File: config.mk
export PLATFORM = sky130hd
export DESIGN_NAME = fft_sample_loader
export DESIGN_NICKNAME = d
export VERILOG_FILES = /design/src/rtl/fft_sample_loader.sv
export SDC_FILE = /design/constraint.sdc
export NUM_CORES = 1
export LEC_CHECK = 0
export CORE_MARGIN = 2
export CORE_UTILIZATION = 42
export DETAILED_ROUTE_END_ITERATION = 8
export PLACE_DENSITY = 0.95
export REMOVE_ABC_BUFFERS = 1
export SLEW_MARGIN = 5
export SYNTH_ARGS = -nofsm -noshare
export SYNTH_HDL_FRONTEND = slang
export SYNTH_SLANG_ARGS = --single-unit
export TNS_END_PERCENT = 100
File: constraint.sdc
create_clock -name clk -period 3.5 [get_ports clk]
set_input_delay 0.35 -clock clk [delete_from_list [all_inputs] [get_ports clk]]
set_output_delay 0.35 -clock clk [all_outputs]
set_load 0.03 [all_outputs]
File: src/rtl/fft_sample_loader.sv
// Frame loader for the FFT front end: reads N_POINTS words from a synchronous ROM,
// converts them to fixed point, optionally bit-reverses slot order, and presents the frame under valid/ready.
module fft_sample_loader #(
  parameter int N_POINTS = 8,
  parameter int ROM_AW   = 3,
  parameter int ROM_DW   = 16,
  parameter int IN_W     = 8,
  parameter int FRAC_W   = 8,
  parameter int OUT_W    = 32,
  parameter int SIGNED   = 0
) (
  input  logic                      clk,
  input  logic                      reset_n,
  input  logic                      start,
  input  logic [ROM_AW-1:0]         base_addr,
  input  logic                      bitrev,
  output logic                      rom_en,
  output logic [ROM_AW-1:0]         rom_addr,
  input  logic [ROM_DW-1:0]         rom_data,
  output logic [N_POINTS*OUT_W-1:0] x_flat,
  output logic                      out_valid,
  input  logic                      out_ready,
  output logic                      busy,
  output logic [1:0]                state_dbg
);

  localparam int LOG2N = $clog2(N_POINTS);
  localparam int KW    = LOG2N + 1;
  localparam int SW    = OUT_W - FRAC_W;

  // Handshake: the frame on x_flat transfers on a rising edge where out_valid && out_ready;
  // out_valid never drops before that edge, and x_flat is stable while out_valid is high.
  typedef enum logic [1:0] {IDLE = 2'd0, FETCH = 2'd1, LAST = 2'd2, DONE = 2'd3} state_t;

  state_t            state, state_nx;
  logic [ROM_AW-1:0] base_q, base_nx;
  logic              bitrev_q, bitrev_nx;
  logic [KW-1:0]     k_q, k_nx;
  logic [LOG2N-1:0]  iss_slot, iss_slot_nx;
  logic              rom_en_nx;
  logic [ROM_AW-1:0] rom_addr_nx;
  logic              out_valid_nx;
  logic              p1_valid;
  logic [LOG2N-1:0]  p1_slot;
  logic [IN_W-1:0]   s_raw;
  logic [SW-1:0]     s_ext;
  logic [OUT_W-1:0]  sample;
  logic              unused_rom_bits;

  assign state_dbg       = state;
  assign unused_rom_bits = ^rom_data;

  function automatic logic [LOG2N-1:0] slot_of(input logic [LOG2N-1:0] idx, input logic rev);
    logic [LOG2N-1:0] r;
    for (int i = 0; i < LOG2N; i++)
      r[i] = rev ? idx[LOG2N-1-i] : idx[i];
    return r;
  endfunction

  always_comb begin
    s_raw = rom_data[IN_W-1:0];
    if (SIGNED != 0) s_ext = SW'($signed(s_raw));
    else             s_ext = SW'(s_raw);
    sample = OUT_W'(s_ext) << FRAC_W;
  end

  // State and output registers; a ROM word is captured two edges after its address is registered.
  always_ff @(posedge clk) begin
    if (!reset_n) begin
      state     <= IDLE;
      base_q    <= '0;
      bitrev_q  <= 1'b0;
      k_q       <= '0;
      iss_slot  <= '0;
      rom_en    <= 1'b0;
      rom_addr  <= '0;
      out_valid <= 1'b0;
      busy      <= 1'b0;
      p1_valid  <= 1'b0;
      p1_slot   <= '0;
      x_flat    <= '0;
    end else begin
      state     <= state_nx;
      base_q    <= base_nx;
      bitrev_q  <= bitrev_nx;
      k_q       <= k_nx;
      iss_slot  <= iss_slot_nx;
      rom_en    <= rom_en_nx;
      rom_addr  <= rom_addr_nx;
      out_valid <= out_valid_nx;
      busy      <= (state_nx != IDLE);
      p1_valid  <= rom_en;
      p1_slot   <= iss_slot;
      if (p1_valid)
        x_flat[p1_slot*OUT_W +: OUT_W] <= sample;
    end
  end

  always_comb begin
    state_nx = state;
    case (state)
      IDLE:    if (start) state_nx = FETCH;
      FETCH:   if (k_q == KW'(N_POINTS)) state_nx = LAST;
      LAST:    state_nx = DONE;
      DONE:    if (out_ready) state_nx = IDLE;
      default: state_nx = IDLE;
    endcase
  end

  // Word 0 is issued on the start edge itself, so k counts words already issued.
  always_comb begin
    base_nx      = base_q;
    bitrev_nx    = bitrev_q;
    k_nx         = k_q;
    iss_slot_nx  = iss_slot;
    rom_en_nx    = 1'b0;
    rom_addr_nx  = rom_addr;
    out_valid_nx = out_valid;
    case (state)
      IDLE: begin
        if (start) begin
          base_nx     = base_addr;
          bitrev_nx   = bitrev;
          rom_en_nx   = 1'b1;
          rom_addr_nx = base_addr;
          iss_slot_nx = '0;
          k_nx        = KW'(1);
        end
      end
      FETCH: begin
        if (k_q != KW'(N_POINTS)) begin
          rom_en_nx   = 1'b1;
          rom_addr_nx = base_q + ROM_AW'(k_q);
          iss_slot_nx = slot_of(k_q[LOG2N-1:0], bitrev_q);
          k_nx        = k_q + KW'(1);
        end
      end
      LAST:    out_valid_nx = 1'b1;
      DONE:    if (out_ready) out_valid_nx = 1'b0;
      default: out_valid_nx = 1'b0;
    endcase
  end

endmodule

==> results of run 1 <==
-- layer usage --
metal | global-route usage (%) | part of all wire, % | up-vias
met1 | 20.1 | 41 | 1709
met3 | 3.99 | 7.3 | 26
met5 | 0 | 0 | -
li1 | - | - | 1775
met2 | 25.4 | 49 | 190
met4 | 7.80 | 3.0 | 0
-- sequential cells by signal (all words and copies together) (netlist names) --
register / cells
base_q: 3
bitrev_q: 1
busy: 1
iss_slot: 3
k_q: 4
out_valid: 1
p1_slot: 3
p1_valid: 1
rom_addr: 3
rom_en: 1
state_dbg: 2
x_flat: 64
-- metrics by stage --
step / utilization [%] / hold WS (ns) / worst slack (ns)
finish: 47.5 / 0.456 / 1.28
global route: 47.5 / 0.481 / 1.13
CTS: 47.5 / 0.459 / 1.26
detailed placement: 44.8 / 0.444 / 1.29
global placement: 44.8 / 0.438 / 1.35
floorplan: - / 0.423 / 1.08
-- layout by cell type (no fill, tap or decap), types with 6 or more instances in the layout --
cell / synthesis / layout
conb_1: 1 / 192
dfxtp_1: 87 / 87
clkdlybuf4s50_1: 0 / 87
a21oi_1: 51 / 51
nand2_1: 42 / 42
o21ai_0: 35 / 35
mux2i_1: 28 / 28
nand3_1: 25 / 25
nand4_1: 20 / 20
nor2_1: 10 / 10
clkbuf_16: 0 / 9
inv_1: 8 / 8
buf_4: 192 / 8
o21ai_1: 7 / 7
and3b_1: 6 / 6
ha_1: 6 / 6
-- power by group through the flow --
stage,combinational (mW),clock [mW],sequential (mW)
CTS,0.429,1.06,1.02
global route,0.460,1.11,1.02
detailed placement,0.429,0,1.04
floorplan,0.333,0,1.06
finish,0.436,1.04,1.02
global placement,0.425,0,1.04
-- cells by family (layout without fill, tap and decap cells) --
| group | count (synthesis) | after routing |
|---|---|---|
| AO/OA/AOI/OAI | 106 | 106 |
| XOR/XNOR | 1 | 1 |
| adder cells (fa/ha/maj) | 7 | 7 |
| buffers and inverters | 230 | 119 |
| flip-flops | 87 | 87 |
| multiplexers | 30 | 30 |
| other | 1 | 192 |
| AND/OR/NAND/NOR | 132 | 132 |
-- final cells by class --
cell class                 instances  area [um^2]
fill                            1126         6250
multi-input combinational        468         2450
clock buffer                      13          260
tap                              147          184
sequential                        87         1740
inverter                           8         30.0
clock inverter                     3         65.1
timing repair buffer              95          931
-- worst max-delay path, stage by stage, from the launching register on --
cell,delay [ns]
dfxtp_1,0.38
inv_1,0.06
ha_1,0.19
ha_1,0.46
and2_1,0.41
nand3_2,0.38
mux2i_1,0.21
-- how the worst max path moves through the flow --
stage	from	to	slack (ns)	depth (start not counted)
floorplan	p1_slot[0]	x_flat[10]	1.08	6
global placement	p1_slot[1]	x_flat[77]	1.35	6
detailed placement	p1_slot[1]	x_flat[77]	1.29	6
CTS	p1_slot[1]	x_flat[77]	1.26	6
global route	p1_slot[1]	x_flat[75]	1.13	6
finish	p1_slot[1]	x_flat[77]	1.28	6
==> impl_metrics.tcl, run 1 <==
set metrics [dict create \
    rrSetupSlack_ns 1.28 \
    drcViolationCount 0 \
    placed_cell_area_um2 5340 \
    area_growth_syn_to_layout_pct 11.4 \
    portBuffers 87 \
    fin_tns_setup_ns 0 \
    hpwl_mm 7.96 \
    synth_mux_area_share_pct 5.96 \
    grt_max_degree 37 \
    synth.most_common_cell "buf_4" \
    hold_viol 0 \
    max_freq_mhz 450 \
    reg2reg_from "p1_slot[1]" \
    ys.flop_type "dfxtp_1" \
    cts_root_buffer "clkbuf_16" \
    cp_max_fo 10 \
    p_sw_uw 763 \
    critPathKind "flip-flop to flip-flop" \
    fin_cells 821 \
    start_util_pct 42.7 \
    p_int_mw 1.74 \
    synth_compound_gate_area_share_pct 11.3 \
    grtUsageTotal_pct 15.9 \
    clk_pin_slew_worst_paths_ns 0.06 \
    final.setup_skew_ns 0.00745 \
    cts-htree-levels 3 \
    rsz0062_at_grt "no" \
    drt_first_pass_iters 5 \
    run_status "completed" \
    placed_cells 805 \
    synth_top_family_by_area "buffers and inverters" \
    hold_path_class "flip-flop to flip-flop" \
    drt.antenna.violating_nets 0 \
    via_count 3700 \
    ys_top_cells_by_count "buf_4 (192), dfxtp_1 (87), a21oi_1 (51), nand2_1 (42), o21ai_0 (35)" \
    p_seq_share_pct 40.9 \
    chipHeight_um 114 \
    holdPathEnd "p1_slot[2]" \
    overflow 0 \
    p_leak_nw 2.48 \
    yosys.area_share.simple_pct 14.5 \
    die_area_um2 13000 \
    setup_viol 0 \
    synth_top_area_share_pct 34.3 \
    min_period_over_period_pct 63.5 \
    tightest_slew_ns 0.858 \
    cts_buffer_depth 2 \
    route.detailed.wl_per_inst_um 13.3 \
    syn_area_per_cell_um2 8.56 \
    synth-adder-area-share_pct 1.87 \
    drive_above_1_share_pct 5.49 \
    diodes 0 \
    rows 40 \
    finalWirelength_mm 10.9 \
    post_cts_resized 0 \
    crit-reg2reg-capture "x_flat[77]" \
    worst_setup_path_end_kind "flip-flop" \
    hold_path.startpoint "iss_slot[2]" \
    critPathRequiredTime_ns 3.72 \
    ys_ff_latch 87 \
    gp_congestion 0.842 \
    hold_path_depth 1 \
    yosys-top-cells-area "dfxtp_1 (34%), buf_4 (28%), mux2i_1 (5.5%)" \
    synth_top_area_cell "dfxtp_1" \
    crit_arrival_ns 2.44 \
    final_area_um2 5660 \
    cts_buffers 9 \
    initialDrtViolationCount 345 \
    die_x_um 114 \
    fin_nets 700 \
    p_comb_share_pct 17.4 \
    netlist_area_um2 5080 \
    period_needed_ns 2.22 \
    yosysSeqAreaShare_pct 34.3 \
    switching_share_pct 30.5 \
    maxCapViolations 0 \
    antenna_found_initial 0 \
    critPathLaunchType "flip-flop" \
    holdBufCountCts 0 \
    cts_tree "built" \
    grt_pass1_wl_mm 16.3 \
    post-cts-setup-buffers 0 \
    core_um2 11900 \
    worstRegToRegCells 6 \
    slew_headroom_pct 42.7 \
    clock_latency_ns 0.34 \
    syn_inst 594 \
    viasPerCell 4.51 \
    p_per_area_nw_per_um2 441 \
    grt_pass1_vias 3156 \
    io_pins 288 \
    synth-xor-area-share_pct 0.468 \
    drv_slew 0 \
    p_total_mw 2.50 \
    yosys_warnings 0 \
    synth-async-reset-ratio_pct 0 \
    cts.sinks 87 \
    p_clk_share_pct 41.7 \
    peakVddDrop_mv 0.159 \
    yosysUniqueCellTypes 45 \
    synth_edf_count 0 \
]
No activity file was read; power rests on OpenSTA's default activity.
==> run 2: changes to the inputs <==
--- a/config.mk
+++ b/config.mk
@@ -6,9 +6,9 @@
 export NUM_CORES = 1
 export LEC_CHECK = 0
 export CORE_MARGIN = 2
-export CORE_UTILIZATION = 42
+export CORE_UTILIZATION = 39
 export DETAILED_ROUTE_END_ITERATION = 8
-export PLACE_DENSITY = 0.95
+export PLACE_DENSITY = 0.94
 export REMOVE_ABC_BUFFERS = 1
 export SLEW_MARGIN = 5
 export SYNTH_ARGS = -nofsm -noshare
==> constraint.sdc (replaced) <==
create_clock -name clk -period 2.21 [get_ports clk]
set_input_delay 0.221 -clock clk [delete_from_list [all_inputs] [get_ports clk]]
set_output_delay 0.221 -clock clk [all_outputs]
set_load 0.03 [all_outputs]
==> run 2 against run 1 <==
  * Highest routed layer unchanged
  * Clock power up 27%
  * Sequential cell count unchanged
  * Via count down 0.59%
  * Critical path type unchanged
  * Die area up 7.4%
  * Sequential power up 59%
  * Clock-buffer cell count down 2
  * Global-route usage down 1.4 points
  * Clock skew down 0.0046 ns
  * Combinational power up 59%
  * Sequential share of layout area up 0.061 points
==> impl_metrics.tcl, run 2 (synthesis gave the netlist of run 1 again) <==
set metrics [dict create \
    hold_path_class "flip-flop to flip-flop" \
    via_count 3678 \
    grt_pass1_wl_mm 16.5 \
    post_cts_resized 0 \
    fin_util_pct 44.6 \
    finalWorstSetupSlack_ns 0.167 \
    worstRegToRegCells 6 \
    placed_cell_area_um2 5400 \
    critPathRequiredTime_ns 2.42 \
    clock_latency_ns 0.33 \
    period_needed_ns 2.04 \
    critPathKind "flip-flop to flip-flop" \
    crit-reg2reg-capture "x_flat[11]" \
    drv_slew 0 \
    grtUsageTotal_pct 14.6 \
    clk_pin_slew_worst_paths_ns 0.06 \
    portBuffers 87 \
    largest_reg_flops 64 \
    fillerInstances 1280 \
    route.detailed.wl_per_inst_um 13.0 \
    drive_above_1_share_pct 5.78 \
    grt_max_degree 33 \
    gp_congestion 0.805 \
    drt_first_pass_iters 5 \
    reg2reg_from "p1_slot[1]" \
    slew_headroom_pct 64.8 \
    layout_common_cells "conb_1 (192), dfxtp_1 (87), clkdlybuf4s50_1 (87), a21oi_1 (51), nand2_1 (42)" \
    rrSetupSlack_ns 0.17 \
    cts_root_buffer "clkbuf_16" \
    run_status "completed" \
    hold_path_depth 2 \
    regArea_um2 1740 \
    tightest_slew_ns 0.526 \
    io_pins 288 \
    setup_viol 0 \
    post-cts-setup-buffers 0 \
    multi_input_area_um2 2450 \
    finalWirelength_mm 11.0 \
    cts_buffer_depth 2 \
    p_leak_nw 2.47 \
    cts-htree-levels 3 \
    rows 41 \
    holdBufCountCts 0 \
    hold_viol 0 \
    fin_tns_setup_ns 0 \
    critPathLaunchType "flip-flop" \
    crit_arrival_ns 2.25 \
    min_period_over_period_pct 92.4 \
    viasPerCell 4.34 \
    drt.antenna.violating_nets 0 \
    peakVddDrop_mv 0.338 \
    reg_top3 "x_flat (64), k_q (4)" \
    drcViolationCount 0 \
    initialDrtViolationCount 188 \
    maxCapViolations 0 \
    overflow 0 \
    cts_tree "built" \
    hold_path.startpoint "x_flat[72]" \
    rsz0062_at_grt "no" \
    area_growth_syn_to_layout_pct 11.2 \
    antenna_found_initial 0 \
    dp_slack_ns 0.177 \
    hold-worst-slack_ns 0.455 \
    holdPathEnd "x_flat[72]" \
    top_register "x_flat" \
    cts_buffers 9 \
    die_area_um2 14000 \
    final.setup_skew_ns 0.00286 \
    p_per_area_nw_per_um2 642 \
    grt_pass1_vias 3100 \
    cp_max_fo 8 \
    worst_setup_path_end_kind "flip-flop" \
    mostFrequentLayoutCell "conb_1" \
    hpwl_mm 8.28 \
    cts.sinks 87 \
    max_freq_mhz 489 \
    die_x_um 118 \
    start_util_pct 40.1 \
    diodes 0 \
    chipHeight_um 118 \
    fin_nets 704 \
    final_area_um2 5650 \
    core_um2 12700 \
]
==> run 2: cell types whose count changed in the layout (fill, tap and decap cells not counted), sizes merged <==
cell,before,now
buf,8,12
bufinv,2,0
clkinv,1,2
clkbuf,13,11
==> run 2: power breakdown <==
| part | internal [mW] | switching (mW) |
|---|---|---|
| Sequential | 1.60 | 0.0236 |
| Clock | 0.769 | 0.548 |
| Combinational | 0.106 | 0.587 |
| Total | 2.47 | 1.16 |
==> run 2: final cells by class <==
cell class                      count  area share (%)
Inverter                            8           0.531
Tap cell                          172            3.81
Sequential cell                    87            30.8
Timing Repair Buffer               99            17.0
Clock buffer                       11            4.29
Multi-Input combinational cell    468            43.4
Clock inverter                      2           0.177
==> run 2: worst max path at each step <==
stage	from	to	slack [ns]	cells after the start
after floorplan	p1_slot[0]	x_flat[10]	-0.21	6
after global placement	p1_slot[1]	x_flat[10]	0.27	6
after detailed placement	p1_slot[1]	x_flat[11]	0.18	6
after CTS	p1_slot[1]	x_flat[11]	0.17	6
after global routing	p1_slot[1]	x_flat[11]	0.06	6
final	p1_slot[1]	x_flat[11]	0.17	6
==> run 2: through the flow <==
stage	cells	power, mW
2_1_floorplan	563	2.21
3_3_place_gp	834	2.33
3_5_place_dp	834	2.34
4_1_cts	847	3.66
5_1_grt	847	3.77
6_report	847	3.63
==> run 2: critical path: stages, from the launching register on <==
cell	delay [ns]
dfxtp_1	0.37
inv_1	0.07
ha_1	0.20
ha_1	0.29
or4b_1	0.70
o21ai_1	0.20
a21oi_1	0.09
==> run 2: layer usage <==
metal / GRT usage [%] / vias to the layer above / share of wire [%]
li1: - / 1782 / -
met1: 18.3 / 1738 / 41
met2: 24.7 / 151 / 50
met3: 4.25 / 7 / 7.7
met4: 2.94 / 0 / 0.66
met5: 0 / - / 0
